$ cat src/rtl/fetch_pkg.sv
// rtl/fetch_pkg.sv - shared fetch FSM state, redirect rank encoding and reset PC
package fetch_pkg;

  typedef enum logic [1:0] {
    ST_BOOT,
    ST_RUN,
    ST_HOLD,
    ST_IDLE
  } fetch_state_t;

  // Numeric order is the arbitration order: a larger value wins
  typedef enum logic [2:0] {
    RK_NONE = 3'd0,
    RK_BR2  = 3'd1,
    RK_BR1  = 3'd2,
    RK_IDLE = 3'd3,
    RK_ERTN = 3'd4,
    RK_EXCP = 3'd5
  } rank_t;

  localparam logic [31:0] RESET_PC_DEFAULT = 32'h1c000000;

endpackage

$ cat src/rtl/redirect_prio_sel.sv
// rtl/redirect_prio_sel.sv - combinational priority select of redirect rank and word-aligned target
module redirect_prio_sel
  import fetch_pkg::*;
#(
  parameter int ADDR_W = 32
) (
  input  logic              excp_valid,
  input  logic              excp_tlbr,
  input  logic [ADDR_W-1:0] csr_eentry,
  input  logic [ADDR_W-1:0] csr_tlbrentry,
  input  logic              ertn_valid,
  input  logic [ADDR_W-1:0] csr_era,
  input  logic              idle_valid,
  input  logic              br1_valid,
  input  logic [ADDR_W-1:0] br1_target,
  input  logic              br2_valid,
  input  logic [ADDR_W-1:0] br2_target,
  output rank_t             rank,
  output logic [ADDR_W-1:0] target
);

  logic [ADDR_W-1:0] raw;

  always_comb begin
    rank = RK_NONE;
    raw  = '0;
    if (excp_valid) begin
      rank = RK_EXCP;
      raw  = excp_tlbr ? csr_tlbrentry : csr_eentry;
    end else if (ertn_valid) begin
      rank = RK_ERTN;
      raw  = csr_era;
    end else if (idle_valid) begin
      rank = RK_IDLE;
    end else if (br1_valid) begin
      rank = RK_BR1;
      raw  = br1_target;
    end else if (br2_valid) begin
      rank = RK_BR2;
      raw  = br2_target;
    end
    target = raw & ~ADDR_W'(3);
  end

endmodule

$ cat src/rtl/fetch_redirect_ctrl.sv
// rtl/fetch_redirect_ctrl.sv - fetch FSM, pending redirect register and idle PC latch
module fetch_redirect_ctrl
  import fetch_pkg::*;
#(
  parameter int                ADDR_W   = 32,
  parameter logic [ADDR_W-1:0] RESET_PC = ADDR_W'(RESET_PC_DEFAULT)
) (
  input  logic              clk,
  input  logic              rst,
  input  logic              fetch_ready,
  input  logic              br1_valid,
  input  logic [ADDR_W-1:0] br1_target,
  input  logic              br2_valid,
  input  logic [ADDR_W-1:0] br2_target,
  input  logic              excp_valid,
  input  logic              excp_tlbr,
  input  logic [ADDR_W-1:0] csr_eentry,
  input  logic [ADDR_W-1:0] csr_tlbrentry,
  input  logic              ertn_valid,
  input  logic [ADDR_W-1:0] csr_era,
  input  logic              idle_valid,
  input  logic [ADDR_W-1:0] idle_pc,
  input  logic              int_pending,
  output logic              redirect_valid,
  output logic [ADDR_W-1:0] redirect_pc,
  output logic              fetch_en,
  output logic              idle_o
);

  fetch_state_t      state;
  rank_t             pend_rank;
  rank_t             win_rank;
  logic [ADDR_W-1:0] win_target;
  logic [ADDR_W-1:0] idle_pc_q;
  logic [ADDR_W-1:0] wake_pc;

  redirect_prio_sel #(.ADDR_W(ADDR_W)) u_prio_sel (
    .excp_valid    (excp_valid),
    .excp_tlbr     (excp_tlbr),
    .csr_eentry    (csr_eentry),
    .csr_tlbrentry (csr_tlbrentry),
    .ertn_valid    (ertn_valid),
    .csr_era       (csr_era),
    .idle_valid    (idle_valid),
    .br1_valid     (br1_valid),
    .br1_target    (br1_target),
    .br2_valid     (br2_valid),
    .br2_target    (br2_target),
    .rank          (win_rank),
    .target        (win_target)
  );

  assign wake_pc = (idle_pc_q + ADDR_W'(4)) & ~ADDR_W'(3);

  always_ff @(posedge clk) begin
    if (rst) begin
      state          <= ST_BOOT;
      redirect_valid <= 1'b0;
      redirect_pc    <= RESET_PC & ~ADDR_W'(3);
      pend_rank      <= RK_NONE;
      fetch_en       <= 1'b0;
      idle_o         <= 1'b0;
      idle_pc_q      <= '0;
    end else begin
      case (state)
        // Boot redirect carries exception rank so only an exception may displace it
        ST_BOOT: begin
          redirect_valid <= 1'b1;
          redirect_pc    <= RESET_PC & ~ADDR_W'(3);
          pend_rank      <= RK_EXCP;
          fetch_en       <= 1'b1;
          state          <= ST_RUN;
        end
        ST_RUN, ST_HOLD: begin
          if (redirect_valid && !fetch_ready) begin
            state <= ST_HOLD;
            if (win_rank == RK_EXCP || win_rank > pend_rank) begin
              if (win_rank == RK_IDLE) begin
                // Idle supersedes the held command: wake-up refetches from idle_pc+4 anyway
                redirect_valid <= 1'b0;
                pend_rank      <= RK_NONE;
                idle_pc_q      <= idle_pc;
                fetch_en       <= 1'b0;
                idle_o         <= 1'b1;
                state          <= ST_IDLE;
              end else begin
                redirect_pc <= win_target;
                pend_rank   <= win_rank;
              end
            end
          end else if (win_rank == RK_IDLE) begin
            redirect_valid <= 1'b0;
            pend_rank      <= RK_NONE;
            idle_pc_q      <= idle_pc;
            fetch_en       <= 1'b0;
            idle_o         <= 1'b1;
            state          <= ST_IDLE;
          end else begin
            redirect_valid <= (win_rank != RK_NONE);
            pend_rank      <= win_rank;
            if (win_rank != RK_NONE) redirect_pc <= win_target;
            state <= ST_RUN;
          end
        end
        ST_IDLE: begin
          if (win_rank == RK_EXCP || int_pending) begin
            redirect_valid <= 1'b1;
            redirect_pc    <= (win_rank == RK_EXCP) ? win_target : wake_pc;
            pend_rank      <= (win_rank == RK_EXCP) ? RK_EXCP : RK_IDLE;
            fetch_en       <= 1'b1;
            idle_o         <= 1'b0;
            state          <= ST_RUN;
          end
        end
        default: state <= ST_BOOT;
      endcase
    end
  end

endmodule

$ cat config.mk
export PLATFORM = sky130hd
export DESIGN_NAME = fetch_redirect_ctrl
export DESIGN_NICKNAME = d
export VERILOG_FILES = /design/src/rtl/fetch_pkg.sv /design/src/rtl/redirect_prio_sel.sv /design/src/rtl/fetch_redirect_ctrl.sv
export SDC_FILE = /design/constraint.sdc
export NUM_CORES = 1
export LEC_CHECK = 0
export CAP_MARGIN = 20
export CORE_AREA = 4 4 109 111
export DETAILED_ROUTE_END_ITERATION = 10
export DIE_AREA = 0 0 113 115
export PLACE_DENSITY = 0.87
export SLEW_MARGIN = 10
export SYNTH_ARGS = -nofsm -noshare
export SYNTH_HDL_FRONTEND = slang
export SYNTH_HIERARCHICAL = 1
export SYNTH_SLANG_ARGS = --single-unit
$ cat constraint.sdc
create_clock -name clk -period 5.7 [get_ports clk]
set_input_delay 1.14 -clock clk [delete_from_list [all_inputs] [get_ports clk]]
set_output_delay 1.14 -clock clk [all_outputs]
set_load 0.02 [all_outputs]
After elaboration in Yosys (flattened, before gate mapping)
Cells that the tools add are included.

Register bits: 72. Input port bits: 202.

Add/sub/neg operators: 1. Order comparisons: 1. Equality and inequality tests: 12. Multiplexer cells: 49. Reduce and logical (&&, ||, !) cells: 13.

Operators by type and width (count): $mux 32 (16); $pmux 32 s3 (1); $add 32x3->32 const B (1); $mux 3 (9); $mux 1 (15); $ne 3x3->1 const B (5); $pmux 3 s3 (1); $mux 2 (3); $pmux 1 s3 (2); $pmux 2 s3 (1); $reduce_and 3->1 (2); $reduce_and 5->1 (1); $eq 2x2->1 const B (2); $reduce_and 2->1 (2); $eq 3x2->1 const B (1); $eq 3x3->1 const B (1); $gt 3x3->1 (1); $reduce_bool 3->1 (1); $eq 2x1->1 const B (1); $logic_not 2->1 (1); $logic_or 1x1->1 (2); $ne 2x1->1 const B (1); $ne 2x2->1 const B (1); $pmux 1 s2 (1); other kinds (4) (4).

Logic depth before layout (Yosys ltp)
Word-level depth: 10. Mapped depth: 14. Depth with buffers taken out: 11.

Modules after synthesis
The synthesis kept the hierarchy.

Modules (own cells, without submodules): fetch_redirect_ctrl (times used 1, cells each 382, area each 3454.6 um2, sequential area each 1401.3 um2); redirect_prio_sel (times used 1, cells each 157, area each 1395.1 um2, sequential area each 0.0 um2).

Least setup slack after synthesis
Ideal clock, no wire load.

Path kind: input to register. Start: input port excp_valid. End: register redirect_pc[14]. Library setup time: 0.122 ns. Data arrival time: 3.714 ns. Required time: 5.578 ns. Path slack: 1.864 ns. Stages: 14. Cell sequence: buf_6 > or2_1 > buf_2 > buf_6 > nor2_1 > ha_1 > nor2b_1 > o21ai_1 > a21oi_1 > o211a_2 > and3_4 > buf_6 > buf_6 > a221o_1.

Word-level cells in the longest chain between the ends: 5.

RTL lines: start: declaration (RTL line fetch_redirect_ctrl.sv:15) `input logic excp_valid,`; $mux 3 (*) (RTL line redirect_prio_sel.sv:27) `if (excp_valid) begin`; named net win_rank[2] (RTL line fetch_redirect_ctrl.sv:32) `rank_t win_rank;`; $gt 3x3->1 or $eq 3x3->1 (tied branches) (RTL line fetch_redirect_ctrl.sv:77, fetch_redirect_ctrl.sv:106, fetch_redirect_ctrl.sv:108); $logic_or 1x1->1 (tied with other cells) (RTL line fetch_redirect_ctrl.sv:77) `if (win_rank == RK_EXCP || win_rank > pend_rank) begin`; $ne 3x3->1 (no line) (tied with other cells); $reduce_and 5->1 (no line) or $pmux 32 s3 (tied branches); end signal: assignment (RTL line fetch_redirect_ctrl.sv:69) `redirect_pc <= RESET_PC & ~ADDR_W'(3);`; end signal: assignment (RTL line fetch_redirect_ctrl.sv:87) `redirect_pc <= win_target;`; end signal: assignment (RTL line fetch_redirect_ctrl.sv:101) `if (win_rank != RK_NONE) redirect_pc <= win_target;`; end: declaration (RTL line fetch_redirect_ctrl.sv:25) `output logic [ADDR_W-1:0] redirect_pc,`.

Mark *: on every way through the listed nets, which the timed path passes. The rest lies on a longest branch. The select of a mux whose other input is x is not followed. A chain may end at the register's enable or synchronous reset.

Worst setup path after layout
Start: input port ertn_valid. End: register redirect_pc[26].

Word-level cells in the longest chain between the ends: 6.

RTL lines: start: declaration (RTL line fetch_redirect_ctrl.sv:19) `input logic ertn_valid,`; $mux 3 (*) (RTL line redirect_prio_sel.sv:30) `end else if (ertn_valid) begin`; $mux 3 (*) (RTL line redirect_prio_sel.sv:27); named net win_rank[2] (RTL line fetch_redirect_ctrl.sv:32); $gt 3x3->1 or $eq 3x3->1 (tied branches) (RTL line fetch_redirect_ctrl.sv:77, fetch_redirect_ctrl.sv:106, fetch_redirect_ctrl.sv:108); $logic_or 1x1->1 (tied with other cells) (RTL line fetch_redirect_ctrl.sv:77); $ne 3x3->1 (no line) (tied with other cells); $reduce_and 5->1 (no line) or $pmux 32 s3 (tied branches).

Marks and branches as above.

==> impl_metrics.yaml <==
run_status:
  run_status: "completed"
worst_hold_path:
  hold_start: "pend_rank[1]"
  holdPathStages: 2
  worstHoldPathType: "reg2reg"
  hold-path-endpoint: "pend_rank[1]"
final_layout:
  diodes: 0
  fin_nets: 940
  stdcell_area_sq_um: 7220
  syn_to_final_growth_pct: 48.9
  final_util_pct: 66.9
  nFillCells: 894
  drive_gt1_share_pct: 9.92
clocking:
  cts_post_setup_buffers_inserted: 0
  htreeDepth: 3
  insertion_delay_ns: 0.35
  cts-resized-gates: 0
  cts_tree: "yes"
  clk_pin_slew_ns: 0.07
  cts_buffers: 9
  cts_hold_buf: 0
  clock_sinks: 70
  cts_buffer_depth: 2
  cts_root_buf: "clkbuf_8"
sta:
  final.setup_skew_ns: 0.0105
  period_share_pct: 83.9
  hold_violations: 0
  worst_pin_slew_ns: 1.12
  setup_tns_ns: 0
  finalSetupViolCount: 0
  slew_violations: 0
  fmax_mhz: 209
  holdWs_ns: 0.464
  post-route-min-period_ns: 4.78
  grt_setup_unrepaired: "false"
  slew_headroom_pct: 24.8
setup_path:
  path_delay_family: "simple AND/OR/NAND/NOR gates"
  worstReg2RegEnd: "redirect_pc[26]"
  r2r_slack_ns: 2.38
  path_buf_inv: 1
  cp-start-kind: "primary input"
  cp_common_cell: "a21oi_1"
  worst-path-max-fanout: 20
  slowest_stage: "o211ai_1"
  worst_path_largest_cell_delay_ns: 0.91
  worstReg2RegStart: "state[0]"
  criticalPathCategory: "in2reg"
  cp.required_ns: 5.90
  path_cells: "clkdlybuf4s50_1 > or2_2 > nor2_1 > ha_1 > nor2b_1 > o21ai_1 > a21oi_1 > o211ai_1 > and2_1 > a21oi_1"
  arrival_ns: 4.98
  ff2ff_path_depth: 7
  worstSetupEndpointType: "flip-flop"
floorplan:
  io_pins: 237
  die_w_um: 113
  core_area_sq_um: 10800
  die_area_sq_um: 13000
  start_util_pct: 44.9
  rows: 38
  die_h_um: 115
yosys:
  synth_cells: 539
  ys_types: 54
  ys.flop_type: "dfxtp_1"
  synth_area_per_cell_sq_um: 9.00
  synth_seq_area_share_pct: 28.9
  synthArstFlopShare_pct: 0
  yosys_warnings: 6
  syn_area_sq_um: 4850
  yosys_register_bits: 70
  synth_edf_count: 0
placement:
  dpl_cell_area_sq_um: 7030
  place_congestion: 0.884
  hpwlAfterDp_mm: 14.3
  io_buffers: 224
route:
  drt_iter0_drc: 541
  ant_nets: 0
  drt-vias-per-instance: 5.80
  route.detailed.drc: 0
  vias: 5084
  first_pass_iters: 5
  wire_per_inst_um: 20.5
  routed_wl_mm: 18.0
power_and_ir_drop:
  peakVddDrop_mv: 0.143
  p_leak_uw: 0.00287
  power_density_nw_per_um2: 185
  p_total_uw: 1330
global_route:
  overflow: 0
  grt_first_pass_wirelength_mm: 27.2
  grt_start_max_net_pins: 52
  grt_pass1_vias: 5032
  track_usage_pct: 26.5
  antenna_found_initial: 0
job:
  cap_viol_max_count: 0
## layout make-up
| cell class | count | area [sq um] | share of cell area (%) |
|---|---|---|---|
| clock buffers | 9 | 124 | 1.72 |
| clock inverters | 6 | 63.8 | 0.884 |
| inverters | 14 | 52.6 | 0.728 |
| multi-input cells | 406 | 3120 | 43.2 |
| flip-flops and latches | 70 | 1400 | 19.4 |
| well taps | 140 | 175 | 2.43 |
| repair buffers | 231 | 2280 | 31.6 |
## kinds of logic (layout without fill, tap and decap cells)
kind of cell / Yosys count / count (layout) / synth area share (%)
compound gates: 165 / 165 / 29.7
simple gates: 144 / 144 / 14.8
flops: 70 / 70 / 28.9
buf+inv: 64 / 260 / 7.35
mux: 60 / 60 / 12.4
xor+xnor: 29 / 29 / 5.24
fa+ha+maj: 6 / 6 / 1.55
other cells: 1 / 2 / 0.0773
## cell usage in the layout (no fill, tap or decap), drive strengths merged, types with 15 or more instances in the layout
cell | Yosys | final
a221oi | 32 | 32
mux2i | 60 | 60
a211oi | 37 | 37
clkdlybuf4s50 | 0 | 222
o21ai | 32 | 32
nor2 | 54 | 54
a221o | 15 | 15
nand2 | 15 | 15
xor2 | 19 | 19
dfxtp | 70 | 70
nor3 | 24 | 24
## how the worst max path moves through the flow
stage,endpoint,depth (start not counted),start
after floorplan,redirect_pc[14],14,excp_valid
after global placement,redirect_pc[16],10,ertn_valid
after detailed placement,redirect_pc[29],10,ertn_valid
after CTS,redirect_pc[26],10,ertn_valid
after global routing,redirect_pc[22],10,br1_valid
final,redirect_pc[26],10,ertn_valid
## registers in the layout (all words and copies together), names as in the netlist
| name | count |
|---|---|
| pend_rank | 3 |
| redirect_pc | 32 |
| idle_o | 1 |
| state | 2 |
| redirect_valid | 1 |
| fetch_en | 1 |
| idle_pc_q | 30 |
## where the power goes
part | switching [uW] | internal (uW) | leakage [uW]
Combinational | 196 | 224 | 0.00221
Sequential | 16.1 | 512 | 0.000570
Clock | 187 | 198 | 0.0000911
Total | 400 | 935 | 0.00287
## Yosys cell counts, types with 3 or more instances
master / n / area, sq um
o21ai_1: 4 / 20.0
buf_6: 8 / 90.1
nand3_1: 14 / 70.1
nand4_1: 10 / 62.6
a22oi_1: 12 / 90.1
dfxtp_1: 70 / 1400
and3_1: 3 / 18.8
o2bb2ai_1: 3 / 26.3
mux2i_1: 60 / 601
buf_4: 7 / 52.6
a21o_1: 3 / 22.5
a211oi_1: 37 / 278
and2_1: 3 / 18.8
o21ai_2: 10 / 87.6
a221oi_1: 4 / 35.0
nand2_1: 15 / 56.3
inv_1: 14 / 52.6
nand2b_1: 4 / 25.0
buf_2: 15 / 75.1
nor2b_1: 4 / 25.0
a221oi_2: 28 / 420
nor3_1: 22 / 110
a221o_1: 15 / 150
a22o_1: 8 / 70.1
xor2_1: 19 / 166
o21ai_0: 18 / 90.1
a21oi_1: 12 / 60.1
nor2_1: 54 / 203
xnor2_1: 10 / 87.6
ha_1: 6 / 75.1
clkbuf_1: 17 / 63.8
## worst min-delay path: stages, from the launching register on
cell	delay, ns
dfxtp_1	0.32
nand2_1	0.05
a21oi_1	0.05
## through the flow
stage               setup slack, ns  cells
floorplan                      1.86    540
global placement              0.741    861
detailed placement            0.654    861
CTS                           0.977    876
global route                  0.673    876
finish                        0.916    876
## routing by layer
layer,up-vias,track usage [%],part of all wire (%)
li1,2430,-,-
met1,2387,32.6,41
met2,231,45.7,49
met3,36,6.05,7.9
met4,0,9.05,2.6
met5,-,0,0
No activity file was read; power rests on OpenSTA's default activity.
